### src/rtl/pfiform_pkg.sv
// Shared types and helpers for the byte-granular packing FIFO (pfiform_gearbox).
package pfiform_pkg;

    localparam int LANE_W_DEF = 8;

    typedef enum logic [0:0] {
        IDLE  = 1'b0,
        DRAIN = 1'b1
    } state_t;

    // Bits needed to hold a count in the range 0..n.
    function automatic int cnt_w(input int n);
        return $clog2(n + 1);
    endfunction

endpackage

### src/rtl/pfiform_rotate.sv
// Lane barrel rotator: output lane (i + shift) mod LANES takes input lane i.
module pfiform_rotate #(
    parameter int LANES  = 32,
    parameter int LANE_W = 8,
    parameter int SH_W   = $clog2(LANES)
) (
    input  logic [SH_W-1:0]         shift,
    input  logic [LANES*LANE_W-1:0] din,
    output logic [LANES*LANE_W-1:0] dout
);

    localparam int W = LANES * LANE_W;

    // Logarithmic stages; LANES is a power of two so each stage is a plain rotate.
    always_comb begin
        dout = din;
        for (int b = 0; b < SH_W; b++) begin
            if (shift[b]) begin
                dout = (dout << ((1 << b) * LANE_W)) | (dout >> (W - (1 << b) * LANE_W));
            end
        end
    end

endmodule

### src/rtl/pfiform_gearbox.sv
// Byte-granular packing FIFO: variable-size joins and pops, flush/drain of partial remainders,
// registered level report and sticky protocol-error flag.
module pfiform_gearbox
    import pfiform_pkg::*;
#(
    parameter int LANES  = 32,
    parameter int LANE_W = LANE_W_DEF,
    parameter int DEPTH  = 128
) (
    input  logic                       i_core_clk,
    input  logic                       i_rx_rst,
    input  logic                       i_flush,
    input  logic                       JoinEnable,
    output logic                       JoinPermit,
    input  logic [cnt_w(LANES)-1:0]    JoinAmount,
    input  logic [LANES*LANE_W-1:0]    JoinData,
    input  logic                       PopPermit,
    input  logic [cnt_w(LANES)-1:0]    PopAmount,
    output logic                       PopEnable,
    output logic [LANES*LANE_W-1:0]    PopData,
    output logic [cnt_w(LANES)-1:0]    PopCount,
    output logic [cnt_w(DEPTH)-1:0]    Level,
    output logic                       ProtErr
);

    localparam int W  = LANES * LANE_W;
    localparam int CW = cnt_w(LANES);
    localparam int LW = cnt_w(DEPTH);
    localparam int PW = $clog2(DEPTH);
    localparam int OW = $clog2(LANES);
    localparam int NB = DEPTH / LANES;
    localparam int BW = $clog2(NB);

    localparam logic [CW-1:0] LANES_C  = CW'(LANES);
    localparam logic [LW:0]   ROOM_MAX = (LW + 1)'(DEPTH - LANES);

    state_t        state;
    logic [PW-1:0] wr_ptr;
    logic [PW-1:0] rd_ptr;

    logic          join_ok;
    logic          pop_ok;
    logic          join_fire;
    logic          pop_full;
    logic          pop_part;
    logic          pop_fire;
    logic          prot_hit;
    logic [CW-1:0] join_n;
    logic [CW-1:0] pop_n;

    // ---------------- request qualification (stage p0) ----------------
    assign JoinPermit = (state == IDLE) && ({1'b0, Level} <= ROOM_MAX);

    assign join_ok   = (JoinAmount != '0) && (JoinAmount <= LANES_C);
    assign pop_ok    = (PopAmount != '0) && (PopAmount <= LANES_C);
    assign join_fire = JoinEnable && JoinPermit && join_ok;

    assign pop_full  = PopPermit && pop_ok && (Level >= LW'(PopAmount));
    assign pop_part  = PopPermit && pop_ok && (state == DRAIN) && (Level != '0) &&
                       (Level < LW'(PopAmount));
    assign pop_fire  = pop_full || pop_part;

    // A partial pop only happens when Level < PopAmount <= LANES, so Level fits in CW bits.
    assign pop_n  = pop_full ? PopAmount : (pop_part ? Level[CW-1:0] : '0);
    assign join_n = join_fire ? JoinAmount : '0;

    assign prot_hit = (JoinEnable && (!JoinPermit || !join_ok)) || (PopPermit && !pop_ok);

    // ---------------- write alignment and banked storage ----------------
    logic [OW-1:0]              wr_off;
    logic [BW-1:0]              wr_bank;
    logic [W-1:0]               wr_rot_p0;
    logic [LANES-1:0]           wr_en_p0;
    logic [LANES-1:0][OW-1:0]   wr_k_p0;
    logic [LANES-1:0][BW-1:0]   wr_sel_p0;
    logic [LANE_W-1:0]          mem [NB][LANES];

    assign wr_off  = wr_ptr[OW-1:0];
    assign wr_bank = wr_ptr[PW-1:OW];

    pfiform_rotate #(
        .LANES  (LANES),
        .LANE_W (LANE_W),
        .SH_W   (OW)
    ) u_wr_rot (
        .shift (wr_off),
        .din   (JoinData),
        .dout  (wr_rot_p0)
    );

    // Physical lanes below the start offset belong to the next bank (the wrap within a join).
    always_comb begin
        wr_en_p0  = '0;
        wr_k_p0   = '0;
        wr_sel_p0 = '0;
        for (int l = 0; l < LANES; l++) begin
            wr_k_p0[l]   = OW'(l) - wr_off;
            wr_en_p0[l]  = join_fire && (int'(wr_k_p0[l]) < int'(JoinAmount));
            wr_sel_p0[l] = wr_bank + BW'(OW'(l) < wr_off);
        end
    end

    always_ff @(posedge i_core_clk) begin
        for (int l = 0; l < LANES; l++) begin
            if (wr_en_p0[l]) begin
                mem[wr_sel_p0[l]][l] <= wr_rot_p0[l*LANE_W +: LANE_W];
            end
        end
    end

    // ---------------- read alignment and lane mask ----------------
    logic [OW-1:0]              rd_off;
    logic [BW-1:0]              rd_bank;
    logic [OW-1:0]              rd_shift;
    logic [LANES-1:0][BW-1:0]   rd_sel_p0;
    logic [W-1:0]               rd_phys_p0;
    logic [W-1:0]               rd_rot_p0;
    logic [W-1:0]               rd_word_p0;

    assign rd_off   = rd_ptr[OW-1:0];
    assign rd_bank  = rd_ptr[PW-1:OW];
    assign rd_shift = OW'(0) - rd_off;

    always_comb begin
        rd_sel_p0  = '0;
        rd_phys_p0 = '0;
        for (int l = 0; l < LANES; l++) begin
            rd_sel_p0[l] = rd_bank + BW'(OW'(l) < rd_off);
            rd_phys_p0[l*LANE_W +: LANE_W] = mem[rd_sel_p0[l]][l];
        end
    end

    pfiform_rotate #(
        .LANES  (LANES),
        .LANE_W (LANE_W),
        .SH_W   (OW)
    ) u_rd_rot (
        .shift (rd_shift),
        .din   (rd_phys_p0),
        .dout  (rd_rot_p0)
    );

    always_comb begin
        rd_word_p0 = '0;
        for (int k = 0; k < LANES; k++) begin
            if (k < int'(pop_n)) begin
                rd_word_p0[k*LANE_W +: LANE_W] = rd_rot_p0[k*LANE_W +: LANE_W];
            end
        end
    end

    // ---------------- output register (stage p1) ----------------
    always_ff @(posedge i_core_clk) begin
        if (i_rx_rst) begin
            PopEnable <= 1'b0;
            PopCount  <= '0;
            PopData   <= '0;
        end else begin
            PopEnable <= pop_fire;
            PopCount  <= pop_n;
            if (pop_fire) begin
                PopData <= rd_word_p0;
            end
        end
    end

    // ---------------- control state: FSM, pointers, level, error ----------------
    always_ff @(posedge i_core_clk) begin
        if (i_rx_rst) begin
            state   <= IDLE;
            wr_ptr  <= '0;
            rd_ptr  <= '0;
            Level   <= '0;
            ProtErr <= 1'b0;
        end else begin
            wr_ptr  <= wr_ptr + PW'(join_n);
            rd_ptr  <= rd_ptr + PW'(pop_n);
            Level   <= Level + LW'(join_n) - LW'(pop_n);
            ProtErr <= ProtErr | prot_hit;
            case (state)
                IDLE:    if (i_flush && (Level != '0)) state <= DRAIN;
                DRAIN:   if (Level == '0) state <= IDLE;
                default: state <= IDLE;
            endcase
        end
    end

endmodule

### config.mk
export PLATFORM = sky130hd
export DESIGN_NAME = pfiform_gearbox
export DESIGN_NICKNAME = d
export VERILOG_FILES = /design/src/rtl/pfiform_pkg.sv /design/src/rtl/pfiform_rotate.sv /design/src/rtl/pfiform_gearbox.sv
export SDC_FILE = /design/constraint.sdc
export NUM_CORES = 2
export LEC_CHECK = 0
export ABC_CLOCK_PERIOD_IN_PS = 5150
export CORE_MARGIN = 1
export CORE_UTILIZATION = 55
export CTS_CLUSTER_DIAMETER = 30
export DETAILED_ROUTE_END_ITERATION = 8
export PLACE_DENSITY_LB_ADDON = 0.2
export SLEW_MARGIN = 20
export SYNTH_ARGS = -nofsm -noshare
export SYNTH_HDL_FRONTEND = slang
export SYNTH_SLANG_ARGS = --single-unit
### constraint.sdc
create_clock -name i_core_clk -period 5.15 [get_ports i_core_clk]
set_clock_uncertainty 0.15 [all_clocks]
set_input_delay 0.7725 -clock i_core_clk [delete_from_list [all_inputs] [get_ports i_core_clk]]
set_output_delay 0.7725 -clock i_core_clk [all_outputs]
set_load 0.005 [all_outputs]
Yosys cells after proc, flatten, opt, wreduce, memory -nomap -nowiden --
Memory sizes are Yosys's and may differ from the RTL's. Cells that the tools add are included.
Storage, ports and cells: register bits 287, RAM bits 1024, bits of input ports 273, output and inout port bits 273, logic and storage cells 422, memories 1
Operators by class: add/sub/neg operators 101, $lt $le $gt $ge 133, mux-type cells 112, bitwise operators 12, reductions and logical operators 55
Memory list:
- mem | words 4, width 256, read ports 32, clocked after memory_dff 0, wr ports 32, line pfiform_gearbox.sv:76 | logic [LANE_W-1:0] mem [NB][LANES];
Operators with widths (count):
- $mux 256 | 10
- $or 256x128->256 | 2
- $or 256x16->256 | 2
- $or 256x32->256 | 2
- $or 256x64->256 | 2
- $or 256x8->256 | 2
- $mux 8 | 32
- $lt 5x6->1 | 32
- $lt 5x5->1 const A | 32
- $add 2x1->2 | 64
- $lt 5x6->1 const A | 16
- $lt 4x5->1 const A | 16
- $sub 5x5->5 const A | 16
- $mux 1 | 66
- $lt 4x6->1 const A | 8
- $logic_and 1x1->1 | 45
- $lt 3x5->1 const A | 8
- $sub 4x5->5 const A | 8
- $lt 3x6->1 const A | 4
- $lt 1x5->1 const A | 4
- $lt 2x5->1 const A | 4
- $sub 3x5->5 const A | 4
- $mux 6 | 3
- $sub 1x5->5 const A | 3
- other kinds (18) | 28

Logic depth before layout (Yosys ltp) --
An unclocked memory read counts as a cell.
word-level depth 14, depth in mapped cells 21, mapped depth without buffers 19

By module --
From an unflattened synthesis, not the netlist that was laid out.
Second synthesis, totals: cells, all modules 4817, area, all modules 82700.6 µm²
Modules (own cells, without submodules):
- pfiform_gearbox | instances 1, cells an instance 2995, area each 52366.5 µm², sequential area each 36495.0 µm²
- pfiform_rotate at u_wr_rot | instances 1, cells an instance 911, area each 15169.5 µm², sequential area each 0.0 µm²
- pfiform_rotate at u_rd_rot | instances 1, cells an instance 911, area each 15164.5 µm², sequential area each 0.0 µm²

Worst setup path before layout --
No wires, ideal clock.
kind input-to-reg, start in PopAmount[5], end reg Level[7], setup time 0.128 ns, arrival 4.688 ns, required time 4.872 ns, setup slack 0.184 ns, cell stages on the path 19, path buffers 1, cell sequence clkbuf_1 -> inv_1 -> ha_1 -> a21oi_1 -> o21ai_1 -> or4_1 -> and3_1 -> nor2_1 -> inv_1 -> fa_1 -> ha_1 -> a21o_1 -> a21oi_1 -> o21bai_1 -> a21oi_1 -> o21bai_1 -> a21oi_1 -> xnor2_1 -> nor2_1
On the way: longest elaborated chain between the ends 9, elaborated cells on any way between the ends 13, classes of those cells 1 x add/sub; 3 x order compare; 2 x mux; 7 x reduce/logical
Ends and longest elaborated chain:
- start: declaration | line pfiform_gearbox.sv:18 | input logic [cnt_w(LANES)-1:0] PopAmount,
- $le 6x6->1 or $reduce_bool 6->1 (tied branches) | line pfiform_gearbox.sv:55 | assign pop_ok = (PopAmount != '0) && (PopAmount <= LANES_C);
- $logic_and 1x1->1 | line pfiform_gearbox.sv:55
- $logic_and 1x1->1 | line pfiform_gearbox.sv:58, pfiform_gearbox.sv:59
- $logic_and 1x1->1 (3 in series) | line pfiform_gearbox.sv:59 | assign pop_part = PopPermit && pop_ok && (state == DRAIN) && (Level != '0) &&
- $mux 6 | line pfiform_gearbox.sv:64 | assign pop_n = pop_full ? PopAmount : (pop_part ? Level[CW-1:0] : '0);
- $mux 6 (*) | line pfiform_gearbox.sv:64
- via pop_n[1] | line pfiform_gearbox.sv:49 | logic [CW-1:0] pop_n;
- $sub 8x6->8 (*) | line pfiform_gearbox.sv:178 | Level <= Level + LW'(join_n) - LW'(pop_n);
- end signal: assignment | line pfiform_gearbox.sv:178
- end: declaration | line pfiform_gearbox.sv:22 | output logic [cnt_w(DEPTH)-1:0] Level,
Mark *: on every way through the listed nets, which the timed path passes. The rest lies on a longest branch. A chain may end at the register's enable or synchronous reset.

Worst setup path after layout --
start reg rd_ptr[4], end reg PopData[142]
On the way: longest elaborated chain between the ends 14, elaborated cells on any way between the ends 77, classes of those cells 33 x add/sub; 32 x order compare; 6 x mux; 5 x bitwise; 1 x memory
Ends and longest elaborated chain:
- start: declaration | line pfiform_gearbox.sv:39 | logic [PW-1:0] rd_ptr;
- start signal: assignment | line pfiform_gearbox.sv:177 | rd_ptr <= rd_ptr + PW'(pop_n);
- $lt 5x5->1 | line pfiform_gearbox.sv:128 | rd_sel_p0[l] = rd_bank + BW'(OW'(l) < rd_off);
- $add 2x1->2 | line pfiform_gearbox.sv:128
- $mem_v2 4x256
- $or 256x8->256 | line pfiform_rotate.sv:19 | dout = (dout << ((1 << b) * LANE_W)) | (dout >> (W - (1 << b) * LANE_W));
- $mux 256 | line pfiform_rotate.sv:18 | if (shift[b]) begin
- $or 256x16->256 | line pfiform_rotate.sv:19
- $mux 256 | line pfiform_rotate.sv:18
- $or 256x32->256 | line pfiform_rotate.sv:19
- $mux 256 | line pfiform_rotate.sv:18
- $or 256x64->256 | line pfiform_rotate.sv:19
- $mux 256 | line pfiform_rotate.sv:18
- $or 256x128->256 | line pfiform_rotate.sv:19
- $mux 256 (*) | line pfiform_rotate.sv:18
- $mux 8 (*) | line pfiform_gearbox.sv:146 | if (k < int'(pop_n)) begin
- end signal: assignment | line pfiform_gearbox.sv:162 | PopData <= rd_word_p0;
- end: declaration | line pfiform_gearbox.sv:20 | output logic [LANES*LANE_W-1:0] PopData,
Mark *: on every way between the ends. The rest lies on a longest branch, timed or not.

==> flow_summary.ini <==
[outcome]
status = complete, but fails checks
violations = negative setup slack

[floorplanning]
num_rows = 138
dieArea_sq_mm = 0.146
start_util_pct = 55.7
chipHeight_um = 382
core_area_sq_mm = 0.142
die_w_um = 382
ios = 546

[sta]
hold_violations = 0
fmax_mhz = 190
rsz0062_at_grt = no
fin_crit_sh_pct = 102
worst_slack_ps = -107
fin_hold_ws_ps = 286
slew_headroom_pct = 2.97
setup_violations = 8
slew_viol_final = 0
fin_crit_ps = 5260
worstMarginPinSlew_ps = 1410

[job]
cap_violations = 0

[worst_hold_path]
hold_class = flip-flop to flip-flop
worst_hold_path.num_cells = 2

[global_routing]
grt_max_degree = 163
antenna_found_initial = 19
grt_pass1_wl_um = 537000
gr-usage-all-layers_pct = 53.4
grt_overflow = 0
grt_pass1_vias = 67900

[clock_tree]
ctsHoldBuffers = 0
cts_tree = yes
cts_resized = 0
cts_root_buffer = clkbuf_16
cts_buffers = 228
cts_sinks = 1311
clock_latency_ps = 960
ctsLongestPathBuffers = 3
htree_levels = 4
clk_pin_slew_ps = 50
cts_setup_buffers = 0

[place]
post-place-ws_ps = 63.4
dp.cells = 9327
numPortBuffers = 545
globalplace.congestion = 1.13
placed_area_sq_mm = 0.0916
place_hpwl_um = 301000

[detailed_routing]
ant_nets = 0
drc = 0
wl_per_cell_um = 40.3
drt-vias-per-instance = 7.29
drt-pass1-iter-count = 9
drtIter0Drc = 12500
wirelength_um = 394000
routed-via-count = 71300

[yosys]
synth-edff-count = 1024
ys_ff_latch = 1311
yosysMostFrequentCell = nand2_1
synth_top_family_by_area = multiplexers
synthMuxAreaShare_pct = 24.7
yosys.area.top_type = edfxtp_1
synth_area_per_cell_sq_um = 11.9
synth_cell_types = 93
synth_compound_area_share_pct = 13.3
ys.flop_type = edfxtp_1
synthAdderAreaFrac_pct = 2.85
synthTopCellsByArea = edfxtp_1 39%, mux4_2 16%, mux2i_1 7.5%
syn_nets = 7098
synth_warnings = 0
synth_area_sq_mm = 0.0793
synth-seq-area-share_pct = 46.0
synth_xor_xnor_area_share_pct = 1.61
synth_top_area_share_pct = 38.8
async_flop_share_pct = 0
synthCells = 6649
ys_top_cells_by_count = 1,213 x nand2_1, 1,024 x edfxtp_1, 597 x mux2i_1
synthSimpleGateAreaFrac_pct = 8.53

[final_layout]
nFillCells = 9663
final_net_count = 8118
multi_input_area_sq_mm = 0.0405
final-seq-area_sq_mm = 0.0365
fin_cells = 9777
syn_to_final_growth_pct = 26.1
fin_area_sq_mm = 0.100
drive_gt1_share_pct = 24.1

[critical_path]
path_cells = nor2_1, inv_1, nor2_1, nand2_1, ha_1, buf_12, mux4_2, a22oi_1, nand3_1, o21ai_0, mux2i_1, a22oi_1, o21ai_0
rr_worst_depth = 13
crit_path_top_delay_cell = a22oi_1
cp-start-kind = flip-flop
cp.required_ps = 5710
slowest_delay_ps = 660
cp.arrival_ps = 5820
crit_type = flip-flop to flip-flop
end_kind = flip-flop
critPathMaxFanout = 8

[power]
finalPower_uw = 57600
p_per_area_mw_per_mm2 = 576
total_leakage_power_uw = 0.0388
ir_drop_v = 0.000526
[power breakdown]
group | switching, uW | internal [uW]
Sequential | 404 | 12900
Clock | 5950 | 10100
Combinational | 18800 | 9540
[registers in the layout, summed over array words and instances (netlist names)]
name	flops
PopCount	6
mem	1024
PopEnable	1
rd_ptr	7
ProtErr	1
state	1
PopData	256
Level	8
wr_ptr	7
[through the flow]
stage	setup TNS (ps)	util [%]
CTS	0	70.2
detailed placement	0	64.4
global route	0	70.2
floorplan	0	-
finish	-448	70.3
global placement	0	64.4
[layout by cell type (no fill, tap or decap), types with 22 or more instances in the layout]
master / count
mux2_2: 106
buf_4: 676
o221ai_1: 90
nor2_1: 189
nand3_1: 32
inv_6: 24
nor2b_1: 27
bufinv_16: 34
clkdlybuf4s50_1: 544
clkinv_4: 22
clkbuf_16: 229
a22o_1: 80
inv_1: 87
and2_1: 36
xnor2_1: 60
a21o_1: 85
o22ai_1: 89
o21ai_1: 66
clkinvlp_4: 30
edfxtp_1: 1024
mux2i_1: 595
buf_12: 70
o21a_1: 30
clkinv_1: 26
clkinv_2: 27
xor2_1: 52
mux4_2: 549
dfxtp_1: 277
nor3_1: 71
ha_1: 167
a22oi_1: 374
a21oi_1: 195
nand2_1: 1213
o21ai_0: 321
[area by class of cell]
cell class	instances	share of cell area, %
Sequential cell	1311	36.5
Antenna cell	13	0.0325
Tap cell	1890	2.37
Clock buffer	253	5.86
Multi-Input combinational cell	4744	40.5
Clock inverter	182	2.38
Timing Repair Buffer	1292	11.9
Inverter	92	0.366
[path summary, 6_finish.rpt]
| kind | startpoint | endpoint | slack, ps |
|---|---|---|---|
| worst max-delay path | rd_ptr[4] | PopData[142] | -110 |
| worst min register to register | PopData[255] | PopData[255] | 290 |
| worst min-delay path | PopData[255] | PopData[255] | 290 |
| worst max register to register | rd_ptr[4] | PopData[142] | -110 |
[layer usage]
layer / up-vias / wire length, um / GRT usage, %
met5: - / 183 / 0.496
met4: 22 / 47700 / 50.2
met3: 1827 / 57400 / 20.1
met2: 7107 / 165000 / 77.5
met1: 34400 / 124000 / 60.7
li1: 28000 / - / -
[critical path: cells and delay by family (launching register included)]
kind / cells / cell delay, ps
simple gates: 4 / 1400
mux: 2 / 840
compound gates: 4 / 1420
fa+ha+maj: 1 / 400
flops: 1 / 510
buf+inv: 2 / 340
[kinds of logic after synthesis]
kind of cell | Yosys count
xor gates and xnor gates | 133
adders and majority gates | 176
AOI/OAI and AO/OA | 1530
muxes | 1254
and+or+nand+nor | 1651
buffers and inverters | 594
DFF | 1311
Power figures use the tool's default switching activity.
